`config.mk`:
```
export PLATFORM = sky130hd
export DESIGN_NAME = carfield_region_map_ctrl_flat
export DESIGN_NICKNAME = d
export VERILOG_FILES = /design/src/rtl/carfield_region_map_ctrl_if.sv /design/src/rtl/carfield_region_map_ctrl.sv /design/src/flat_wrapper.sv
export SDC_FILE = /design/constraint.sdc
export NUM_CORES = 2
export LEC_CHECK = 0
export ABC_AREA = 0
export BUFFER_PORTS_ARGS = -buffer_cell sky130_fd_sc_hd__buf_2
export CAP_MARGIN = 20
export CORE_UTILIZATION = 45
export CTS_CLUSTER_DIAMETER = 30
export DETAILED_ROUTE_END_ITERATION = 10
export PLACE_DENSITY = 0.58
export SETUP_SLACK_MARGIN = 0.2
export SLEW_MARGIN = 15
export SYNTH_ARGS = -nofsm -noshare
export SYNTH_HDL_FRONTEND = slang
export SYNTH_SLANG_ARGS = --single-unit
```
`constraint.sdc`:
```
create_clock -name clk_i -period 6.5 [get_ports clk_i]
set_input_delay 0 -clock clk_i [delete_from_list [all_inputs] [get_ports clk_i]]
set_output_delay 0 -clock clk_i [all_outputs]
set_load 0.01 [all_outputs]
```
`src/rtl/carfield_region_map_ctrl_if.sv`:
```
// Register-port and lookup-port bundle for the runtime-reprogrammable region map.
interface carfield_region_map_ctrl_if #(
  parameter int unsigned AddrWidth = 48,
  parameter int unsigned IdxWidth  = 8
);
  logic                 reg_req_i;
  logic                 reg_we_i;
  logic [10:0]          reg_addr_i;
  logic [31:0]          reg_wdata_i;
  logic                 reg_ready_o;
  logic [31:0]          reg_rdata_o;
  logic                 reg_error_o;
  logic                 lk_valid_i;
  logic                 lk_ready_o;
  logic [AddrWidth-1:0] lk_addr_i;
  logic                 res_valid_o;
  logic                 res_ready_i;
  logic                 res_hit_o;
  logic [IdxWidth-1:0]  res_idx_o;
  logic                 busy_o;

  modport master (
    output reg_req_i, reg_we_i, reg_addr_i, reg_wdata_i, lk_valid_i, lk_addr_i, res_ready_i,
    input  reg_ready_o, reg_rdata_o, reg_error_o, lk_ready_o, res_valid_o, res_hit_o,
           res_idx_o, busy_o
  );

  modport slave (
    input  reg_req_i, reg_we_i, reg_addr_i, reg_wdata_i, lk_valid_i, lk_addr_i, res_ready_i,
    output reg_ready_o, reg_rdata_o, reg_error_o, lk_ready_o, res_valid_o, res_hit_o,
           res_idx_o, busy_o
  );
endinterface

```
`src/rtl/carfield_region_map_ctrl.sv`:
```
// Shadow/active address-region decoder: software edits the shadow table, a commit
// drains the lookup pipeline and swaps shadow into active; a sticky lock freezes it.
module carfield_region_map_ctrl #(
  parameter int unsigned         NumRules   = 8,
  parameter int unsigned         AddrWidth  = 48,
  parameter int unsigned         IdxWidth   = 8,
  parameter logic [IdxWidth-1:0] DefaultIdx = '0,
  parameter logic [AddrWidth-1:0] RstStart [NumRules] = '{
    48'h0000_2000_0000, 48'h0000_7800_0000, 48'h0000_6000_0000, 48'h0000_5000_0000,
    48'h0001_0000_0000, '0, '0, '0},
  parameter logic [AddrWidth-1:0] RstEnd [NumRules] = '{
    48'h0000_2001_0000, 48'h0000_7840_0000, 48'h0000_6002_0000, 48'h0000_5080_0000,
    48'h0001_8000_0000, '0, '0, '0},
  parameter logic [IdxWidth-1:0] RstIdx [NumRules] = '{
    8'd0, 8'd1, 8'd2, 8'd3, 8'd4, 8'd0, 8'd0, 8'd0},
  parameter logic RstEn [NumRules] = '{1'b1, 1'b1, 1'b1, 1'b1, 1'b1, 1'b0, 1'b0, 1'b0}
) (
  input  logic                        clk_i,
  input  logic                        rst_ni,
  carfield_region_map_ctrl_if.slave   bus
);
  localparam int unsigned HiW   = AddrWidth - 32;
  localparam int unsigned RuleW = 5;

  typedef enum logic [1:0] {ST_IDLE, ST_DRAIN, ST_SWAP} state_e;

  state_e               r_state;
  logic                 r_busy;
  logic                 r_locked;
  logic                 r_res_valid;
  logic                 r_res_hit;
  logic [IdxWidth-1:0]  r_res_idx;

  logic [AddrWidth-1:0] r_sh_start  [NumRules];
  logic [AddrWidth-1:0] r_sh_end    [NumRules];
  logic                 r_sh_en     [NumRules];
  logic [IdxWidth-1:0]  r_sh_idx    [NumRules];
  logic [AddrWidth-1:0] r_act_start [NumRules];
  logic [AddrWidth-1:0] r_act_end   [NumRules];
  logic                 r_act_en    [NumRules];
  logic [IdxWidth-1:0]  r_act_idx   [NumRules];

  logic [RuleW-1:0]     w_rule;
  logic [4:0]           w_off;
  logic                 w_idle, w_is_rule, w_is_commit, w_is_status, w_is_lock, w_mapped;
  logic                 w_wr_ok, w_lk_ready, w_lk_fire, w_hit;
  logic [IdxWidth-1:0]  w_idx;
  logic [31:0]          w_rdata;

  // Register address decode
  assign w_rule      = bus.reg_addr_i[9:5];
  assign w_off       = bus.reg_addr_i[4:0];
  assign w_idle      = (r_state == ST_IDLE);
  assign w_is_rule   = !bus.reg_addr_i[10] && (32'(w_rule) < NumRules) &&
                       (w_off inside {5'h00, 5'h04, 5'h08, 5'h0C, 5'h10});
  assign w_is_commit = (bus.reg_addr_i == 11'h400);
  assign w_is_status = (bus.reg_addr_i == 11'h404);
  assign w_is_lock   = (bus.reg_addr_i == 11'h408);
  assign w_mapped    = w_is_rule || w_is_commit || w_is_status || w_is_lock;
  assign w_wr_ok     = bus.reg_req_i && bus.reg_we_i && w_idle && w_mapped &&
                       !r_locked && !w_is_status;

  assign bus.reg_ready_o = bus.reg_req_i && (!bus.reg_we_i || w_idle);
  assign bus.reg_error_o = bus.reg_ready_o &&
                           (!w_mapped || (bus.reg_we_i && (r_locked || w_is_status)));
  assign bus.reg_rdata_o = w_rdata;

  always_comb begin
    w_rdata = '0;
    if (bus.reg_req_i && !bus.reg_we_i) begin
      if (w_is_status) begin
        w_rdata = {30'b0, r_locked, !w_idle};
      end else if (w_is_rule) begin
        for (int i = 0; i < int'(NumRules); i++) begin
          if (w_rule == RuleW'(i)) begin
            case (w_off)
              5'h00:   w_rdata = r_sh_start[i][31:0];
              5'h04:   w_rdata = 32'(r_sh_start[i][AddrWidth-1:32]);
              5'h08:   w_rdata = r_sh_end[i][31:0];
              5'h0C:   w_rdata = 32'(r_sh_end[i][AddrWidth-1:32]);
              5'h10:   w_rdata = 32'({r_sh_en[i], 8'(r_sh_idx[i])});
              default: w_rdata = '0;
            endcase
          end
        end
      end
    end
  end

  // Priority match: iterate downwards so the lowest matching rule wins
  always_comb begin
    w_hit = 1'b0;
    w_idx = DefaultIdx;
    for (int i = int'(NumRules) - 1; i >= 0; i--) begin
      if (r_act_en[i] && (bus.lk_addr_i >= r_act_start[i]) && (bus.lk_addr_i < r_act_end[i])) begin
        w_hit = 1'b1;
        w_idx = r_act_idx[i];
      end
    end
  end

  assign w_lk_ready      = (!r_res_valid || bus.res_ready_i) && w_idle;
  assign w_lk_fire       = bus.lk_valid_i && w_lk_ready;
  assign bus.lk_ready_o  = w_lk_ready;
  assign bus.res_valid_o = r_res_valid;
  assign bus.res_hit_o   = r_res_hit;
  assign bus.res_idx_o   = r_res_idx;
  assign bus.busy_o      = r_busy;

  always_ff @(posedge clk_i or negedge rst_ni) begin
    if (!rst_ni) begin
      r_state  <= ST_IDLE;
      r_busy   <= 1'b0;
      r_locked <= 1'b0;
    end else begin
      case (r_state)
        ST_IDLE: begin
          if (w_wr_ok && w_is_commit && bus.reg_wdata_i[0]) begin
            r_state <= ST_DRAIN;
            r_busy  <= 1'b1;
          end
        end
        ST_DRAIN: begin
          if (!r_res_valid || bus.res_ready_i) r_state <= ST_SWAP;
        end
        ST_SWAP: begin
          r_state <= ST_IDLE;
          r_busy  <= 1'b0;
        end
        default: begin
          r_state <= ST_IDLE;
          r_busy  <= 1'b0;
        end
      endcase
      if (w_wr_ok && w_is_lock && bus.reg_wdata_i[0]) r_locked <= 1'b1;
    end
  end

  // Rule tables: software edits land in shadow, SWAP copies shadow into active
  always_ff @(posedge clk_i or negedge rst_ni) begin
    if (!rst_ni) begin
      for (int i = 0; i < int'(NumRules); i++) begin
        r_sh_start[i]  <= RstStart[i];
        r_sh_end[i]    <= RstEnd[i];
        r_sh_en[i]     <= RstEn[i];
        r_sh_idx[i]    <= RstIdx[i];
        r_act_start[i] <= RstStart[i];
        r_act_end[i]   <= RstEnd[i];
        r_act_en[i]    <= RstEn[i];
        r_act_idx[i]   <= RstIdx[i];
      end
    end else begin
      for (int i = 0; i < int'(NumRules); i++) begin
        if (r_state == ST_SWAP) begin
          r_act_start[i] <= r_sh_start[i];
          r_act_end[i]   <= r_sh_end[i];
          r_act_en[i]    <= r_sh_en[i];
          r_act_idx[i]   <= r_sh_idx[i];
        end
        if (w_wr_ok && w_is_rule && (w_rule == RuleW'(i))) begin
          case (w_off)
            5'h00: r_sh_start[i][31:0]           <= bus.reg_wdata_i;
            5'h04: r_sh_start[i][AddrWidth-1:32] <= bus.reg_wdata_i[HiW-1:0];
            5'h08: r_sh_end[i][31:0]             <= bus.reg_wdata_i;
            5'h0C: r_sh_end[i][AddrWidth-1:32]   <= bus.reg_wdata_i[HiW-1:0];
            5'h10: begin
              r_sh_en[i]  <= bus.reg_wdata_i[8];
              r_sh_idx[i] <= bus.reg_wdata_i[IdxWidth-1:0];
            end
            default: ;
          endcase
        end
      end
    end
  end

  always_ff @(posedge clk_i or negedge rst_ni) begin
    if (!rst_ni) begin
      r_res_valid <= 1'b0;
      r_res_hit   <= 1'b0;
      r_res_idx   <= '0;
    end else if (w_lk_fire) begin
      r_res_valid <= 1'b1;
      r_res_hit   <= w_hit;
      r_res_idx   <= w_idx;
    end else if (bus.res_ready_i) begin
      r_res_valid <= 1'b0;
    end
  end
endmodule
```
`src/flat_wrapper.sv`:
```
// flat-port wrapper written by rule: the top's interface ports become plain ports
module carfield_region_map_ctrl_flat 
#(
  parameter int unsigned         NumRules   = 8,
  parameter int unsigned         AddrWidth  = 48,
  parameter int unsigned         IdxWidth   = 8,
  parameter logic [IdxWidth-1:0] DefaultIdx = '0,
  parameter logic [AddrWidth-1:0] RstStart [NumRules] = '{
    48'h0000_2000_0000, 48'h0000_7800_0000, 48'h0000_6000_0000, 48'h0000_5000_0000,
    48'h0001_0000_0000, '0, '0, '0},
  parameter logic [AddrWidth-1:0] RstEnd [NumRules] = '{
    48'h0000_2001_0000, 48'h0000_7840_0000, 48'h0000_6002_0000, 48'h0000_5080_0000,
    48'h0001_8000_0000, '0, '0, '0},
  parameter logic [IdxWidth-1:0] RstIdx [NumRules] = '{
    8'd0, 8'd1, 8'd2, 8'd3, 8'd4, 8'd0, 8'd0, 8'd0},
  parameter logic RstEn [NumRules] = '{1'b1, 1'b1, 1'b1, 1'b1, 1'b1, 1'b0, 1'b0, 1'b0}
)
  (clk_i, rst_ni, bus_reg_req_i, bus_reg_we_i, bus_reg_addr_i, bus_reg_wdata_i, bus_lk_valid_i, bus_lk_addr_i, bus_res_ready_i, bus_reg_ready_o, bus_reg_rdata_o, bus_reg_error_o, bus_lk_ready_o, bus_res_valid_o, bus_res_hit_o, bus_res_idx_o, bus_busy_o);
  carfield_region_map_ctrl_if #(.AddrWidth(AddrWidth), .IdxWidth(IdxWidth)) bus_i ();
  input  logic clk_i;
  input  logic rst_ni;
  input wire logic [$bits(bus_i.reg_req_i)-1:0] bus_reg_req_i;
  input wire logic [$bits(bus_i.reg_we_i)-1:0] bus_reg_we_i;
  input wire logic [$bits(bus_i.reg_addr_i)-1:0] bus_reg_addr_i;
  input wire logic [$bits(bus_i.reg_wdata_i)-1:0] bus_reg_wdata_i;
  input wire logic [$bits(bus_i.lk_valid_i)-1:0] bus_lk_valid_i;
  input wire logic [$bits(bus_i.lk_addr_i)-1:0] bus_lk_addr_i;
  input wire logic [$bits(bus_i.res_ready_i)-1:0] bus_res_ready_i;
  output wire logic [$bits(bus_i.reg_ready_o)-1:0] bus_reg_ready_o;
  output wire logic [$bits(bus_i.reg_rdata_o)-1:0] bus_reg_rdata_o;
  output wire logic [$bits(bus_i.reg_error_o)-1:0] bus_reg_error_o;
  output wire logic [$bits(bus_i.lk_ready_o)-1:0] bus_lk_ready_o;
  output wire logic [$bits(bus_i.res_valid_o)-1:0] bus_res_valid_o;
  output wire logic [$bits(bus_i.res_hit_o)-1:0] bus_res_hit_o;
  output wire logic [$bits(bus_i.res_idx_o)-1:0] bus_res_idx_o;
  output wire logic [$bits(bus_i.busy_o)-1:0] bus_busy_o;
  assign bus_i.reg_req_i = bus_reg_req_i;
  assign bus_i.reg_we_i = bus_reg_we_i;
  assign bus_i.reg_addr_i = bus_reg_addr_i;
  assign bus_i.reg_wdata_i = bus_reg_wdata_i;
  assign bus_i.lk_valid_i = bus_lk_valid_i;
  assign bus_i.lk_addr_i = bus_lk_addr_i;
  assign bus_i.res_ready_i = bus_res_ready_i;
  assign bus_reg_ready_o = bus_i.reg_ready_o;
  assign bus_reg_rdata_o = bus_i.reg_rdata_o;
  assign bus_reg_error_o = bus_i.reg_error_o;
  assign bus_lk_ready_o = bus_i.lk_ready_o;
  assign bus_res_valid_o = bus_i.res_valid_o;
  assign bus_res_hit_o = bus_i.res_hit_o;
  assign bus_res_idx_o = bus_i.res_idx_o;
  assign bus_busy_o = bus_i.busy_o;
  carfield_region_map_ctrl #(.NumRules(NumRules), .AddrWidth(AddrWidth), .IdxWidth(IdxWidth), .DefaultIdx(DefaultIdx), .RstStart(RstStart), .RstEnd(RstEnd), .RstIdx(RstIdx), .RstEn(RstEn)) u_core (.clk_i(clk_i), .rst_ni(rst_ni), .bus(bus_i));
endmodule
```
Yosys cells after proc, flatten, opt, wreduce, memory -nomap -nowiden:

Cells that the tools add are included.

* bits of input ports: 97
* register bits after elaboration: 1694
* logic and storage cells: 267

* reductions and logical operators: 103
* multiplexer cells: 42
* $lt $le $gt $ge: 17
* bitwise operators: 1
* equal/unequal tests: 18

Operator list (count)
* 32-bit case mux with 5 select lines: 8
* 48-bit >= comparator: 8
* 48-bit less-than comparator: 8
* 32-bit 2-to-1 mux: 11
* 2-bit AND reduction: 42
* 8-bit 2-to-1 mux: 8
* 1-bit logical AND: 42
* 11-bit == test, second input constant: 3
* 5-bit by 3-bit == test with 1-bit output, second input constant: 5
* 1-bit 2-to-1 mux: 11
* 5-bit by 2-bit == test with 1-bit output, second input constant: 2
* 5-bit by 4-bit == test with 1-bit output, second input constant: 2
* 5-bit logical NOT: 2
* 1-bit logical NOT: 7
* 1-bit logical OR: 7
* 5-bit by 1-bit == test with 1-bit output, second input constant: 1
* 5-bit == test, second input constant: 1
* 5-bit by 4-bit less-than comparator with 1-bit output, second input constant: 1
* 5-bit nonzero test: 1
* 2-bit 2-to-1 mux: 2
* 2-bit case mux with 2 select lines: 1
* 2-bit by 1-bit == test with 1-bit output, second input constant: 1
* 2-bit == test, second input constant: 1
* 2-bit logical NOT: 1
* other kinds (5): 5

Logic depth before layout (Yosys ltp):

* depth in word-level cells: 13
* mapped depth: 14
* gate-level depth less buffers: 12

Worst setup path after synthesis:

No wires, ideal clock.

* path type: flip-flop to flip-flop
* start point: reg u_core.r_act_start[42] (netlist bit)
* end point: reg u_core.r_res_idx[0] (netlist: u_core.bus.res_idx_o[0])
* slack: 3666 ps
* cell stages (with the launch flop): 14
* period minus slack after synthesis: 2834 ps
* arrival time: 2767 ps
* required time: 6433 ps
* buffers on the path: 1
* path through: dfrtp_1 inv_1 ha_1 nand2_1 or4_4 or3_1 a22o_1 nand4_1 and3_1 buf_6 o311a_1 a311oi_1 o31ai_1 o221a_1

* word-level cells in the longest chain between the ends: 11

RTL lines
* from (decl): RTL line carfield_region_map_ctrl.sv:38 `logic [AddrWidth-1:0] r_act_start [NumRules];`
* from (signal, indexed assignment): RTL line carfield_region_map_ctrl.sv:147 `r_act_start[i] <= RstStart[i];`
* from (signal, indexed assignment): RTL line carfield_region_map_ctrl.sv:155 `r_act_start[i] <= r_sh_start[i];`
* 48-bit >= comparator: RTL line carfield_region_map_ctrl.sv:95 `if (r_act_en[i] && (bus.lk_addr_i >= r_act_start[i]) && (bus.lk_addr_i < r_act_end[i])) begin`
* 1-bit logical AND (2 in a row): RTL line carfield_region_map_ctrl.sv:95
* 8-bit 2-to-1 mux (8 in a row): RTL line carfield_region_map_ctrl.sv:95
* to (signal assigned): RTL line carfield_region_map_ctrl.sv:185 `r_res_idx <= w_idx;`
* to (decl): RTL line carfield_region_map_ctrl.sv:32 `logic [IdxWidth-1:0] r_res_idx;`

No other way between the ends.
A chain may end at the register's enable or synchronous reset.

Worst setup path in the final report:

* start point: reg u_core.r_act_end[203] (netlist bit)
* end point: reg u_core.r_res_idx[0] (netlist: u_core.bus.res_idx_o[0])

* word-level cells in the longest chain between the ends: 6

RTL lines
* from (decl): RTL line carfield_region_map_ctrl.sv:39 `logic [AddrWidth-1:0] r_act_end [NumRules];`
* from (signal, indexed assignment): RTL line carfield_region_map_ctrl.sv:148 `r_act_end[i] <= RstEnd[i];`
* from (signal, indexed assignment): RTL line carfield_region_map_ctrl.sv:156 `r_act_end[i] <= r_sh_end[i];`
* 48-bit less-than comparator: RTL line carfield_region_map_ctrl.sv:95
* 1-bit logical AND: RTL line carfield_region_map_ctrl.sv:95
* 8-bit 2-to-1 mux (4 in a row): RTL line carfield_region_map_ctrl.sv:95

No other way between the ends.

==> run summary <==
Outcome - complete, no violations
Max incr delay on CP - 0.78 ns
Fillcell total - 16544
Unique masters post-synth - 99
Most frequent CP cell - o21ai_0
Final Hold Viols - 0
Post-synthesis mux area share - 0.2153
Post-Synth XOR/XNOR Area - 0
Skew-Pair Late Insertion Delay - 0.97 ns
Peak Freq - 0.2225 GHz
Core ar. - 0.1950 sq mm
Area growth, synth to finish - 22.23%
Top-area cell type share of the netlist area - 0.4603
Vias - 62709
Cells along the critical path - inv_1, ha_1, nand2_1, o21ai_0, a211oi_1, nor3_1, nor4_1, o21ai_0, a221o_1, nand2_2, o31ai_1, o221a_1
Max clock buf depth - 4
Max Slew Vio Count - 0
Crit start category - flip-flop
Synth top cells by count - dfrtp_1, mux2_2, mux2_1
Die width - 444.9 microns
Leak pwr - 51.41 nW
Seq/Total Area, Yosys - 0.4812
Clk_skew - 0.06211 ns
Finish-stage setup viols - 0
Synth Area in Adders - 0.1077
Vias in the first global route - 64818
Sum Neg Setup Slack - 0 ns
Max Cap Viol - 0
Global placement routability congestion - 0.9182
Die ar. - 0.1980 sq mm
Worst Path Max Fanout - 9
Post-Route WL - 293900 microns
Placed Cells - 9894
Period utilization - 0.6913
Drt wl/cell - 27.43 microns
Num CTS Buffers - 426
Syn nets - 8209
Compound-Gate Fraction of Synth Area - 0.09798
Clock sinks - 1694
Peak supply drop - 0.3020 mV
Post-DP HPWL - 202900 microns
Post-CTS Resized - 0
Cell area power density - 317.9 mW/mm^2
Async SR Flop Fraction - 1.000
DR vias/cell - 5.852
Total Routing Usage GR - 0.2970
Most common cell in the synthesized netlist - dfrtp_1
Critical Path RT - 7.40 ns
Data arrival, critical path - 5.40 ns
Finished Cell Area - 0.1079 sq mm
Buf/Inv on CP - 1
Synth Warn # - 0
Flops & latches, synth - 1694
Worst setup path category - flip-flop to flip-flop
Critical path's slowest cell - a221o_1
I/O pins - 143
Post-CTS setup buffer count - 0
CTS clk-pin slew, worst paths - 0.05 ns
Fin util - 0.5534
First-pass GRT wire length - 434600 microns
Multi-input gate area - 0.04142 sq mm
# H-tree levels - 5
DRC Markers - 0
Iteration-0 DRC Markers - 5069
Post-Synth Simple-Gate Area - 0.04615
CTS tree - built
CP Capture Type - flip-flop
Rel. slew slack - 0.2133
Reg area - 0.04248 sq mm
Post-Syn Area - 0.08828 sq mm
ANT nets after route - 0
Slew @ Worst Pin - 1.180 ns
Tmin final - 4.494 ns
Cells after Synth - 7352
Synth area leaders - dfrtp_1, mux2_2, ha_1
Synth Area per Inst - 12.01 sq um
Die height - 444.9 microns
Grt ovf - 0
Post-layout nets - 8605
Share of post-route cells with drive strength above 1 - 0.2505
Largest family of logic cells by synthesized area - multiplexers
Number of antenna violations at the first check in global routing - 2
Row cnt - 162
Post-synth EDFFs - 0
RSZ-0062 raised after global routing - false
Placed inst area - 0.09219 sq mm
Initial Util - 0.4527
Synth area leader - dfrtp_1
Synth Flop Type - dfrtp_1
CP top delay family - compound AO/OA/AOI/OAI gates
Hold WC Path Type - input port to flip-flop
Fin cells - 10716
Largest net degree at the start of global routing - 179
DR pass1 iterations - 8
Root Buffer Master - clkbuf_16
I/O Buffers - 142
-- what timing repair did --
action,CTS,global route
hold endpoints to repair,1681,0
setup endpoints to repair,0,0
hold buffers,46,0
-- sequential cells by signal, summed over array words and instances, names as in the netlist --
| name | flops |
|---|---|
| u_core.r_act_end | 384 |
| u_core.r_act_start | 384 |
| u_core.r_sh_end | 384 |
| u_core.r_sh_start | 384 |
| u_core.r_act_idx | 64 |
| u_core.r_sh_idx | 64 |
| u_core.bus.res_idx_o | 8 |
| u_core.r_act_en | 8 |
| u_core.r_sh_en | 8 |
| u_core.r_state | 2 |
| u_core.bus.busy_o | 1 |
| u_core.bus.res_hit_o | 1 |
| u_core.bus.res_valid_o | 1 |
| u_core.r_locked | 1 |
-- power by group --
group	switching [W]	total (W)	internal, W
registers	0.00000967	0.0106	0.0106
logic	0.00103	0.00143	0.000399
clock network	0.00651	0.0223	0.0158
total	0.00755	0.0343	0.0268
-- worst paths after layout --
path / from / to / slack [ns] / depth (start not counted)
max: u_core.r_act_end[203]$_DFFE_PN0N_ / u_core.bus.res_idx_o[0]$_DFFE_PN0P_ / 2.01 / 12
min: bus_reg_addr_i[3] / u_core.r_sh_start[81]$_DFFE_PN0P_ / 0.08 / 5
max reg2reg: u_core.r_act_end[203]$_DFFE_PN0N_ / u_core.bus.res_idx_o[0]$_DFFE_PN0P_ / 2.01 / 12
min reg2reg: u_core.r_sh_end[221]$_DFFE_PN0P_ / u_core.r_act_end[221]$_DFFE_PN0N_ / 0.49 / 1
max in group asynchronous: rst_ni / u_core.r_act_end[43]$_DFFE_PN0N_ / 4.68 / 5
min in group asynchronous: rst_ni / u_core.r_sh_end[269]$_DFFE_PN1P_ / 0.34 / 3
-- final cells by class --
class / instances / area share
multi-input cells: 4511 / 0.3839
diodes: 3 / 0.00006957
repair buffers: 340 / 0.02435
inverters: 775 / 0.02696
well taps: 2624 / 0.03043
clock buffers: 557 / 0.1116
clock inverters: 212 / 0.02908
flip-flops and latches: 1694 / 0.3937
-- metrics by stage --
stage	hold WS, ns	power (W)	setup WS (ns)
final	0.07673	0.03430	2.006
after global routing	0.08824	0.03525	1.810
after CTS	0.02216	0.03450	2.047
after detailed placement	0.08865	0.01216	1.839
after global placement	0.07031	0.01213	1.968
after floorplan	-0.2956	0.01134	3.666
-- metal layers --
| metal | GRT usage | share of wire |
|---|---|---|
| met1 | 0.3993 | 0.44 |
| met2 | 0.4645 | 0.45 |
| met3 | 0.05646 | 0.062 |
| met4 | 0.1346 | 0.047 |
| met5 | 0 | 0 |
-- worst register-to-register path: stages (launching register included) --
cell	delay [ns]
dfrtp_1	0.34
inv_1	0.05
ha_1	0.30
nand2_1	0.05
o21ai_0	0.34
a211oi_1	0.19
nor3_1	0.65
nor4_1	0.13
o21ai_0	0.66
a221o_1	0.79
nand2_2	0.26
o31ai_1	0.44
o221a_1	0.26
-- placed cells by master (no fill, tap or decap), types with 22 or more instances in the layout --
cell type / n
buf_12: 22
clkinvlp_4: 31
a211oi_1: 44
bufinv_16: 73
o22ai_1: 53
a221oi_1: 66
buf_4: 127
clkbuf_1: 47
inv_1: 775
clkinv_2: 68
a21oi_1: 397
a222oi_1: 48
a31oi_1: 23
nand4_1: 123
a22oi_1: 257
nor2_4: 24
a311oi_1: 25
o21ai_0: 123
dlygate4sd3_1: 45
nor2b_1: 24
nor2_1: 131
a21o_1: 74
nand3_1: 73
clkbuf_8: 80
ha_1: 760
nor4_1: 32
dfstp_2: 70
nand2_1: 179
clkbuf_16: 430
mux2_1: 834
mux2_2: 846
nor3_1: 56
dfrtp_1: 1624
buf_2: 142
-- cell families after synthesis --
group	count (synthesis)
flip-flops	1694
AND/OR/NAND/NOR	780
multiplexers	1689
buffers and inverters	1147
adder cells (fa/ha/maj)	760
AO/OA/AOI/OAI	1282
Power figures use the tool's default switching activity.
